[config.mk]
export PLATFORM = sky130hd
export DESIGN_NAME = seq_detector_param_flat
export DESIGN_NICKNAME = d
export VERILOG_FILES = /design/src/rtl/seq_detector_param_if.sv /design/src/rtl/seq_detector_param.sv /design/src/flat_wrapper.sv
export SDC_FILE = /design/constraint.sdc
export NUM_CORES = 1
export LEC_CHECK = 0
export CAP_MARGIN = 5
export CORE_MARGIN = 2
export CORE_UTILIZATION = 54
export CTS_CLUSTER_DIAMETER = 40
export CTS_CLUSTER_SIZE = 8
export DETAILED_ROUTE_END_ITERATION = 10
export PLACE_DENSITY = 0.83
export SLEW_MARGIN = 20
export SYNTH_ARGS = -nofsm -noshare
export SYNTH_HDL_FRONTEND = slang
export SYNTH_SLANG_ARGS = --single-unit
[constraint.sdc]
create_clock -name clk -period 3 [get_ports clk]
set_clock_uncertainty 0.05 [all_clocks]
set_input_delay 0.75 -clock clk [delete_from_list [all_inputs] [get_ports clk]]
set_output_delay 0.75 -clock clk [all_outputs]
set_load 0.01 [all_outputs]
[src/rtl/seq_detector_param_if.sv]
// Serial pattern detector bus: bit stream, pattern load and counter control
// in, match pulse and saturating match counter out. The detector itself is
// the slave; whoever feeds the bit stream is the master.
interface seq_detector_param_if #(
  parameter int N     = 4,
  parameter int CNT_W = 8
);

  // Serial bit stream and its qualifier
  logic             en;
  logic             x;

  // Runtime pattern replacement
  logic             load;
  logic [N-1:0]     pattern;

  // Match counter control
  logic             cnt_clr;

  // Detector results
  logic             y;
  logic [CNT_W-1:0] match_cnt;
  logic             cnt_sat;

  modport master (
    output en,
    output x,
    output load,
    output pattern,
    output cnt_clr,
    input  y,
    input  match_cnt,
    input  cnt_sat
  );

  modport slave (
    input  en,
    input  x,
    input  load,
    input  pattern,
    input  cnt_clr,
    output y,
    output match_cnt,
    output cnt_sat
  );

endinterface

[src/rtl/seq_detector_param.sv]
// Parameterised serial sequence detector.
// Bits arrive MSB-of-pattern first; each accepted bit is shifted into an
// N-bit history and compared, together with the history, against a
// runtime-loadable pattern. Matches can overlap or restart the search,
// the match indication is either a registered Moore pulse or a
// combinational Mealy strobe, and matches are tallied in a saturating
// counter that can be cleared synchronously.
module seq_detector_param #(
  parameter int             N        = 4,
  parameter logic [N-1:0]   PAT_INIT = N'(4'b0110),
  parameter int             OVERLAP  = 1,
  parameter int             MOORE    = 1,
  parameter int             CNT_W    = 8
) (
  input  logic                 clk,
  input  logic                 rst,
  seq_detector_param_if.slave  bus
);

  // Fill counts 0..N, so it needs enough bits to hold N itself.
  localparam int               FILL_W    = $clog2(N + 1);
  localparam logic [FILL_W-1:0] FILL_FULL = FILL_W'(N);
  // A match needs N-1 earlier bits in the history plus the current one.
  localparam logic [FILL_W-1:0] FILL_ARM  = FILL_W'(N - 1);
  localparam logic [CNT_W-1:0]  CNT_MAX   = {CNT_W{1'b1}};

  // Increment that sticks at all-ones instead of wrapping to zero.
  function automatic logic [CNT_W-1:0] sat_inc(input logic [CNT_W-1:0] v);
    if (v == CNT_MAX) begin
      return v;
    end
    return v + 1'b1;
  endfunction

  // Fill counter step that stops once a full pattern's worth is held.
  function automatic logic [FILL_W-1:0] fill_inc(input logic [FILL_W-1:0] f);
    if (f == FILL_FULL) begin
      return f;
    end
    return f + 1'b1;
  endfunction

  logic [N-1:0]      pat_reg;
  logic [N-1:0]      hist;
  logic [FILL_W-1:0] fill;
  logic [CNT_W-1:0]  match_cnt;
  logic              y_reg;

  logic              accept;
  logic [N-1:0]      hist_nxt;
  logic              armed;
  logic              match;
  logic              y_mealy;

  // A load in the same cycle as a valid bit discards that bit.
  assign accept   = bus.en & ~bus.load;

  // History as it would look with the current bit shifted in; the bit that
  // falls off the top is the one that no longer takes part in a compare.
  assign hist_nxt = (hist << 1) | {{(N-1){1'b0}}, bus.x};

  assign armed    = (fill >= FILL_ARM);
  assign match    = accept & armed & (hist_nxt == pat_reg);

  // Mealy strobe is forced low while reset is asserted.
  assign y_mealy  = rst & bus.en & match;

  assign bus.y         = (MOORE != 0) ? y_reg : y_mealy;
  assign bus.match_cnt = match_cnt;
  assign bus.cnt_sat   = (match_cnt == CNT_MAX);

  // Pattern register: reset to the build-time pattern, replaced on load.
  always_ff @(posedge clk or negedge rst) begin
    if (!rst) begin
      pat_reg <= PAT_INIT;
    end else if (bus.load) begin
      pat_reg <= bus.pattern;
    end
  end

  // Bit history: cleared on load, shifts only on accepted bits.
  always_ff @(posedge clk or negedge rst) begin
    if (!rst) begin
      hist <= '0;
    end else if (bus.load) begin
      hist <= '0;
    end else if (accept) begin
      hist <= hist_nxt;
    end
  end

  // Fill counter: how many valid history bits back a compare. Without
  // overlap a match empties it so the matching bit is never reused.
  always_ff @(posedge clk or negedge rst) begin
    if (!rst) begin
      fill <= '0;
    end else if (bus.load) begin
      fill <= '0;
    end else if (accept) begin
      if (match && (OVERLAP == 0)) begin
        fill <= '0;
      end else begin
        fill <= fill_inc(fill);
      end
    end
  end

  // Registered match pulse: high for the one cycle after a matching bit.
  always_ff @(posedge clk or negedge rst) begin
    if (!rst) begin
      y_reg <= 1'b0;
    end else if (bus.load) begin
      y_reg <= 1'b0;
    end else begin
      y_reg <= match;
    end
  end

  // Saturating match counter; a clear overrides a coincident match and a
  // pattern load leaves the tally untouched.
  always_ff @(posedge clk or negedge rst) begin
    if (!rst) begin
      match_cnt <= '0;
    end else if (bus.cnt_clr) begin
      match_cnt <= '0;
    end else if (match) begin
      match_cnt <= sat_inc(match_cnt);
    end
  end

endmodule
[src/flat_wrapper.sv]
// flat-port wrapper written by rule: the top's interface ports become plain ports
module seq_detector_param_flat 
#(
  parameter int             N        = 4,
  parameter logic [N-1:0]   PAT_INIT = N'(4'b0110),
  parameter int             OVERLAP  = 1,
  parameter int             MOORE    = 1,
  parameter int             CNT_W    = 8
)
  (clk, rst, bus_en, bus_x, bus_load, bus_pattern, bus_cnt_clr, bus_y, bus_match_cnt, bus_cnt_sat);
  seq_detector_param_if #(.N(N), .CNT_W(CNT_W)) bus_i ();
  input  logic clk;
  input  logic rst;
  input wire logic [$bits(bus_i.en)-1:0] bus_en;
  input wire logic [$bits(bus_i.x)-1:0] bus_x;
  input wire logic [$bits(bus_i.load)-1:0] bus_load;
  input wire logic [$bits(bus_i.pattern)-1:0] bus_pattern;
  input wire logic [$bits(bus_i.cnt_clr)-1:0] bus_cnt_clr;
  output wire logic [$bits(bus_i.y)-1:0] bus_y;
  output wire logic [$bits(bus_i.match_cnt)-1:0] bus_match_cnt;
  output wire logic [$bits(bus_i.cnt_sat)-1:0] bus_cnt_sat;
  assign bus_i.en = bus_en;
  assign bus_i.x = bus_x;
  assign bus_i.load = bus_load;
  assign bus_i.pattern = bus_pattern;
  assign bus_i.cnt_clr = bus_cnt_clr;
  assign bus_y = bus_i.y;
  assign bus_match_cnt = bus_i.match_cnt;
  assign bus_cnt_sat = bus_i.cnt_sat;
  seq_detector_param #(.N(N), .PAT_INIT(PAT_INIT), .OVERLAP(OVERLAP), .MOORE(MOORE), .CNT_W(CNT_W)) u_core (.clk(clk), .rst(rst), .bus(bus_i));
endmodule
=== Word level (Yosys, flattened, before mapping) ===
Index checks and enable logic that the tools add are counted.

* Bits in registers: 19
* Input port bits: 10
* Output and inout bits: 10
* Logic and storage cells: 37

* $add $sub $neg: 2
* $lt $le $gt $ge: 1
* Equality and inequality tests: 5
* Multiplexer cells: 15
* Bitwise gates (word level): 5
* Reduce and logical (&&, ||, !) cells: 4

{| class="wikitable"
|+ Operators with widths
! kind !! number
|-
| $mux 8 || 3
|-
| $mux 3 || 5
|-
| $add 8x1->8 const B || 1
|-
| $eq 8x8->1 const B || 1
|-
| $mux 1 || 7
|-
| $ne 3x3->1 const B || 2
|-
| $eq 4x4->1 || 1
|-
| $or 4x1->4 || 1
|-
| $reduce_and 2->1 || 2
|-
| $reduce_bool 2->1 || 2
|-
| $add 3x1->3 const B || 1
|-
| $and 1x1->1 || 3
|-
| $eq 3x3->1 const B || 1
|-
| $ge 3x2->1 const B || 1
|-
| $not 1->1 || 1
|}

=== Depth between registers and ports, before layout ===
* Depth after elaboration: 9
* Gate-level depth with buffers: 6
* Gate-level depth less buffers: 6

=== Worst setup path before layout ===
OpenSTA, ideal clock, no wires.

* Kind: in2reg
* Start point: input port bus_x
* End point: register u_core.match_cnt[3], in the netlist u_core.bus.match_cnt[3]
* Setup time: 0.125 ns
* Arrival time: 1.764 ns
* Required time: 2.825 ns
* Setup slack: 1.061 ns
* Cell stages on the path: 4
* Buffers on the path: 0
* Cells stage by stage: xnor2_1 -> nand4_1 -> nor4_1 -> mux2_2

* Longest elaborated chain between the ends: 5

{| class="wikitable"
|+ RTL lines
! item !! line !! text
|-
| start: declaration || flat_wrapper.sv:15 || <nowiki>input wire logic [$bits(bus_i.x)-1:0] bus_x;</nowiki>
|-
| $or 4x1->4 || seq_detector_param.sv:60 || <nowiki>assign hist_nxt = (hist << 1) | {{(N-1){1'b0}}, bus.x};</nowiki>
|-
| $eq 4x4->1 || seq_detector_param.sv:63 || <nowiki>assign match = accept & armed & (hist_nxt == pat_reg);</nowiki>
|-
| $and 1x1->1 || seq_detector_param.sv:63 ||
|-
| $reduce_bool 2->1 (no source line) || n/a ||
|-
| $reduce_and 2->1 (no source line) || n/a ||
|-
| end signal: assignment || seq_detector_param.sv:127 || <nowiki>match_cnt <= sat_inc(match_cnt);</nowiki>
|-
| end: declaration || seq_detector_param.sv:46 || <nowiki>logic [CNT_W-1:0] match_cnt;</nowiki>
|}

Every way passes these cells.
A chain may end at the register's enable or synchronous reset.

=== Final worst setup path ===
* Start point: register u_core.match_cnt[2], in the netlist u_core.bus.match_cnt[2]
* End point: output port bus_cnt_sat

* Longest elaborated chain between the ends: 1

{| class="wikitable"
|+ RTL lines
! item !! line !! text
|-
| $eq 8x8->1 || seq_detector_param.sv:70 || <nowiki>assign bus.cnt_sat = (match_cnt == CNT_MAX);</nowiki>
|-
| end: declaration || flat_wrapper.sv:21 || <nowiki>output wire logic [$bits(bus_i.cnt_sat)-1:0] bus_cnt_sat;</nowiki>
|}

Every way passes these cells.

==> impl_table.tex <==
\begin{tabular}{lr}
\hline
Metric & Value \\
\hline
\multicolumn{2}{l}{\textbf{Detailed routing}} \\
\quad DR vias/cell & about 5.3 \\
\quad Final antenna-violating net count & 0 \\
\quad Final wirelength & 1880 µm \\
\quad Number of design rule violations left after detail routing & 0 \\
\quad Number of detailed-route iterations in the first pass & 4 \\
\quad Routed wire per std cell & 12.9 µm \\
\quad Initial detailed-routing violation count & 14 \\
\quad Total via count after detailed routing & $\sim$770 \\
\multicolumn{2}{l}{\textbf{Min path}} \\
\quad Hold Startpoint & u\_core.pat\_reg[3] \\
\quad Worst Hold Path EP & u\_core.pat\_reg[3] \\
\quad Hold Path Class & flop to flop \\
\quad Hold path depth & 1 \\
\multicolumn{2}{l}{\textbf{Yosys}} \\
\quad Portion of the post-synthesis area used by sequential elements & 0.456 \\
\quad Post-synth ARST share & 1.00 \\
\quad Synthesized flop and latch total & 19 \\
\quad Largest cells by area after synthesis & sky130\_fd\_sc\_hd\_\_dfrtp\_1, sky130\_fd\_sc\_hd\_\_mux2\_2, sky130\_fd\_sc\_hd\_\_dfstp\_2 \\
\quad Cell accounting for the most synthesized area & sky130\_fd\_sc\_hd\_\_dfrtp\_1 \\
\quad Number of synthesis warnings & 0 \\
\quad Count of unique library cells instantiated by Yosys & 31 \\
\quad Post-synth EDFFs & 0 \\
\quad Mapped Nets & 114 \\
\quad Leading register cell type out of synthesis & sky130\_fd\_sc\_hd\_\_dfrtp\_1 \\
\quad Gate Count Post-Synth & 100 \\
\quad Post-synth top area share & 0.406 \\
\quad Post-synthesis instance area & 1050 µm² \\
\quad Post-synthesis area per instance & approximately 10 µm² \\
\multicolumn{2}{l}{\textbf{Power}} \\
\quad Areal power density over the cells & 362 nW/µm² \\
\quad P\_int & around 0.35 mW \\
\quad Worst VDD drop & 0.000289 V \\
\quad Clock share of power & 0.270 \\
\quad Share of total power in combinational logic & 0.138 \\
\quad Relative contribution of sequential cells to total power & 0.592 \\
\quad Net Sw Power & 0.115 mW \\
\quad Switching power as a share of total power & 0.245 \\
\quad Static power due to leakage & 0.553 nW \\
\multicolumn{2}{l}{\textbf{Timing}} \\
\quad Setup tns final & 0 ps \\
\quad Final hold violation count & 0 \\
\quad Final Setup Violations & 0 \\
\quad Final period utilization & 0.876 \\
\quad Transition at the pin with the smallest max-transition slack & just over 800 ps \\
\quad RSZ-0062 raised after global routing & no \\
\quad Slew Viols, Final & 0 \\
\quad Hold slack final & $\sim$500 ps \\
\quad Worst slew margin relative to its limit & 0.453 \\
\quad Fin crit period & 2630 ps \\
\quad Peak Freq & between 300 and 400 MHz \\
\multicolumn{2}{l}{\textbf{Outcome}} \\
\quad Run status & complete, no violations \\
\multicolumn{2}{l}{\textbf{Finish}} \\
\quad Share of final-layout standard cells stronger than drive strength 1 & 0.149 \\
\quad Number of flip-flops in the largest register & 8 \\
\quad Final standard cell utilization of the core & 0.724 \\
\quad Most frequent standard cell in the layout excluding fill and tap cells & sky130\_fd\_sc\_hd\_\_clkdlybuf4s50\_1 \\
\quad Net count reported at finish & 136 \\
\quad Ant diodes & 0 \\
\quad Layout overhead on the synthesized area & 23.2\% \\
\quad Finished Cell Area & 1290 µm² \\
\quad Most used cells in the layout excluding fill and tap cells & sky130\_fd\_sc\_hd\_\_clkdlybuf4s50\_1, sky130\_fd\_sc\_hd\_\_dfrtp\_1, sky130\_fd\_sc\_hd\_\_nor2\_1 \\
\multicolumn{2}{l}{\textbf{Placed design}} \\
\quad Post-place instance area & 1260 µm² \\
\quad Port Buf Inserts & 19 \\
\quad Routability congestion estimate & 0.800 \\
\quad Post-detail-place hpwl & around 1400 µm \\
\multicolumn{2}{l}{\textbf{Floorplanning}} \\
\quad Die height & 48.1 µm \\
\quad Die footprint & 2310 µm² \\
\quad Die W & just under 50 µm \\
\quad Starting density of the core & 0.588 \\
\quad Top-level I/O count & 20 \\
\quad FP Rows & 15 \\
\quad Area of the core region & between 1500 and 2000 µm² \\
\multicolumn{2}{l}{\textbf{GRT}} \\
\quad Antenna violations before repair & 0 \\
\quad Via count of the first global-routing pass & 666 \\
\quad Wire length of the first global-routing pass & 2930 µm \\
\quad GRT Util Overall & 0.187 \\
\quad Pin count of the biggest net entering global routing & 20 \\
\quad Total congestion overflow after global routing & 0 \\
\multicolumn{2}{l}{\textbf{Clock tree}} \\
\quad Number of CTS-inserted buffers & 3 \\
\quad Clock insertion delay at the later pin of the skew report & 290 ps \\
\quad Number of clock sinks & 19 \\
\quad Clock tree root buffer cell & sky130\_fd\_sc\_hd\_\_clkbuf\_4 \\
\quad \# hold bufs at CTS & 0 \\
\quad Post CTS Setup Buffer Count & 0 \\
\quad Clock slew seen by the registers of the worst setup and hold paths & 100 ps \\
\quad TritonCTS clock tree & built \\
\quad H-Tree Depth & 1 \\
\quad Max Root-Sink Buffers & 2 \\
\quad Gates resized, CTS repair & 0 \\
\multicolumn{2}{l}{\textbf{Setup path}} \\
\quad Reg-to-reg critical path endpoint & u\_core.bus.match\_cnt[6] \\
\quad Critical path launch point & u\_core.bus.match\_cnt[2] \\
\quad Setup crit start kind & flop \\
\quad Arrival time of data at the critical path endpoint & 1830 ps \\
\quad Origin of the critical flop-to-flop path & u\_core.fill[0] \\
\quad Worst Path Class, Setup & flop to output port \\
\quad Required time reported for the critical path endpoint & 2200 ps \\
\quad Flop2flop setup slack & around 930 ps \\
\quad Kind of end point of the critical path & output port \\
\quad Worst Reg2Reg Path Length in Cells & 6 \\
\quad Critical path fanouts, max & 8 \\
\multicolumn{2}{l}{\textbf{Run}} \\
\quad Max\_cap viols & 0 \\
\hline
\end{tabular}
==> final cells by class <==
cell class	instances	area, µm²
Multi-Input combinational cell	73	537
Sequential cell	19	478
Inverter	5	21.3
Timing Repair Buffer	20	198
Clock buffer	4	26.3
Fill cell	136	492
Tap cell	25	31.3
==> per-stage QoR <==
stage,setup slack [ps],cells,total power [mW]
floorplan,1060,100,0.319
CTS,368,146,0.475
global route,254,146,0.492
global placement,366,142,0.343
detailed placement,315,142,0.347
finish,371,146,0.468
==> per-layer routing <==
| layer | share of wire | GRT usage | vias to the layer above |
|---|---|---|---|
| li1 | - | - | 396 |
| met1 | 0.52 | 0.255 | 357 |
| met2 | 0.45 | 0.280 | 13 |
| met3 | 0.028 | 0.0264 | 2 |
| met4 | 0.0091 | 0.108 | 0 |
| met5 | 0 | 0 | - |
==> synthesized netlist by cell type, types with 2 or more instances <==
| library cell | n |
|---|---|
| sky130_fd_sc_hd__dfrtp_1 | 17 |
| sky130_fd_sc_hd__nor2_1 | 13 |
| sky130_fd_sc_hd__mux2_2 | 8 |
| sky130_fd_sc_hd__nor2b_1 | 6 |
| sky130_fd_sc_hd__xnor2_1 | 5 |
| sky130_fd_sc_hd__a21oi_1 | 4 |
| sky130_fd_sc_hd__ha_1 | 4 |
| sky130_fd_sc_hd__inv_1 | 4 |
| sky130_fd_sc_hd__nand4_1 | 4 |
| sky130_fd_sc_hd__nor4_1 | 4 |
| sky130_fd_sc_hd__mux2i_1 | 3 |
| sky130_fd_sc_hd__nand2_1 | 3 |
| sky130_fd_sc_hd__nand3_1 | 3 |
| sky130_fd_sc_hd__clkbuf_1 | 2 |
| sky130_fd_sc_hd__dfstp_2 | 2 |
| sky130_fd_sc_hd__mux2_1 | 2 |
| sky130_fd_sc_hd__o31ai_1 | 2 |
==> logic make-up after synthesis <==
family | after synthesis | synth area share
fa+ha+maj | 4 | 0.0477
compound gates | 9 | 0.0537
mux | 13 | 0.136
buf+inv | 8 | 0.0322
xor+xnor | 5 | 0.0418
simple gates | 42 | 0.233
flops | 19 | 0.456
==> worst max-delay path, stage by stage, from the launching register on <==
cell	delay [ps]
sky130_fd_sc_hd__dfrtp_1	470
sky130_fd_sc_hd__and4_4	280
sky130_fd_sc_hd__nand4_4	130
sky130_fd_sc_hd__inv_4	120
sky130_fd_sc_hd__clkdlybuf4s50_1	540
==> power by group through the flow <==
| stage | clock [mW] | sequential, mW | combinational [mW] |
|---|---|---|---|
| 6_report | 0.126 | 0.277 | 0.0644 |
| 5_1_grt | 0.141 | 0.279 | 0.0729 |
| 4_1_cts | 0.133 | 0.277 | 0.0650 |
| 3_5_place_dp | 0 | 0.282 | 0.0645 |
| 3_3_place_gp | 0 | 0.281 | 0.0616 |
| 2_1_floorplan | 0 | 0.280 | 0.0392 |
==> how the worst max path moves through the flow <==
stage	endpoint	slack [ps]	cells after the start
4_1_cts	bus_cnt_sat	370	4
2_1_floorplan	u_core.bus.match_cnt[3]	1060	4
3_3_place_gp	u_core.bus.match_cnt[6]	370	4
3_5_place_dp	u_core.bus.match_cnt[6]	320	5
5_1_grt	bus_cnt_sat	250	4
6_report	bus_cnt_sat	370	4
(Power assumes the default switching activity.)
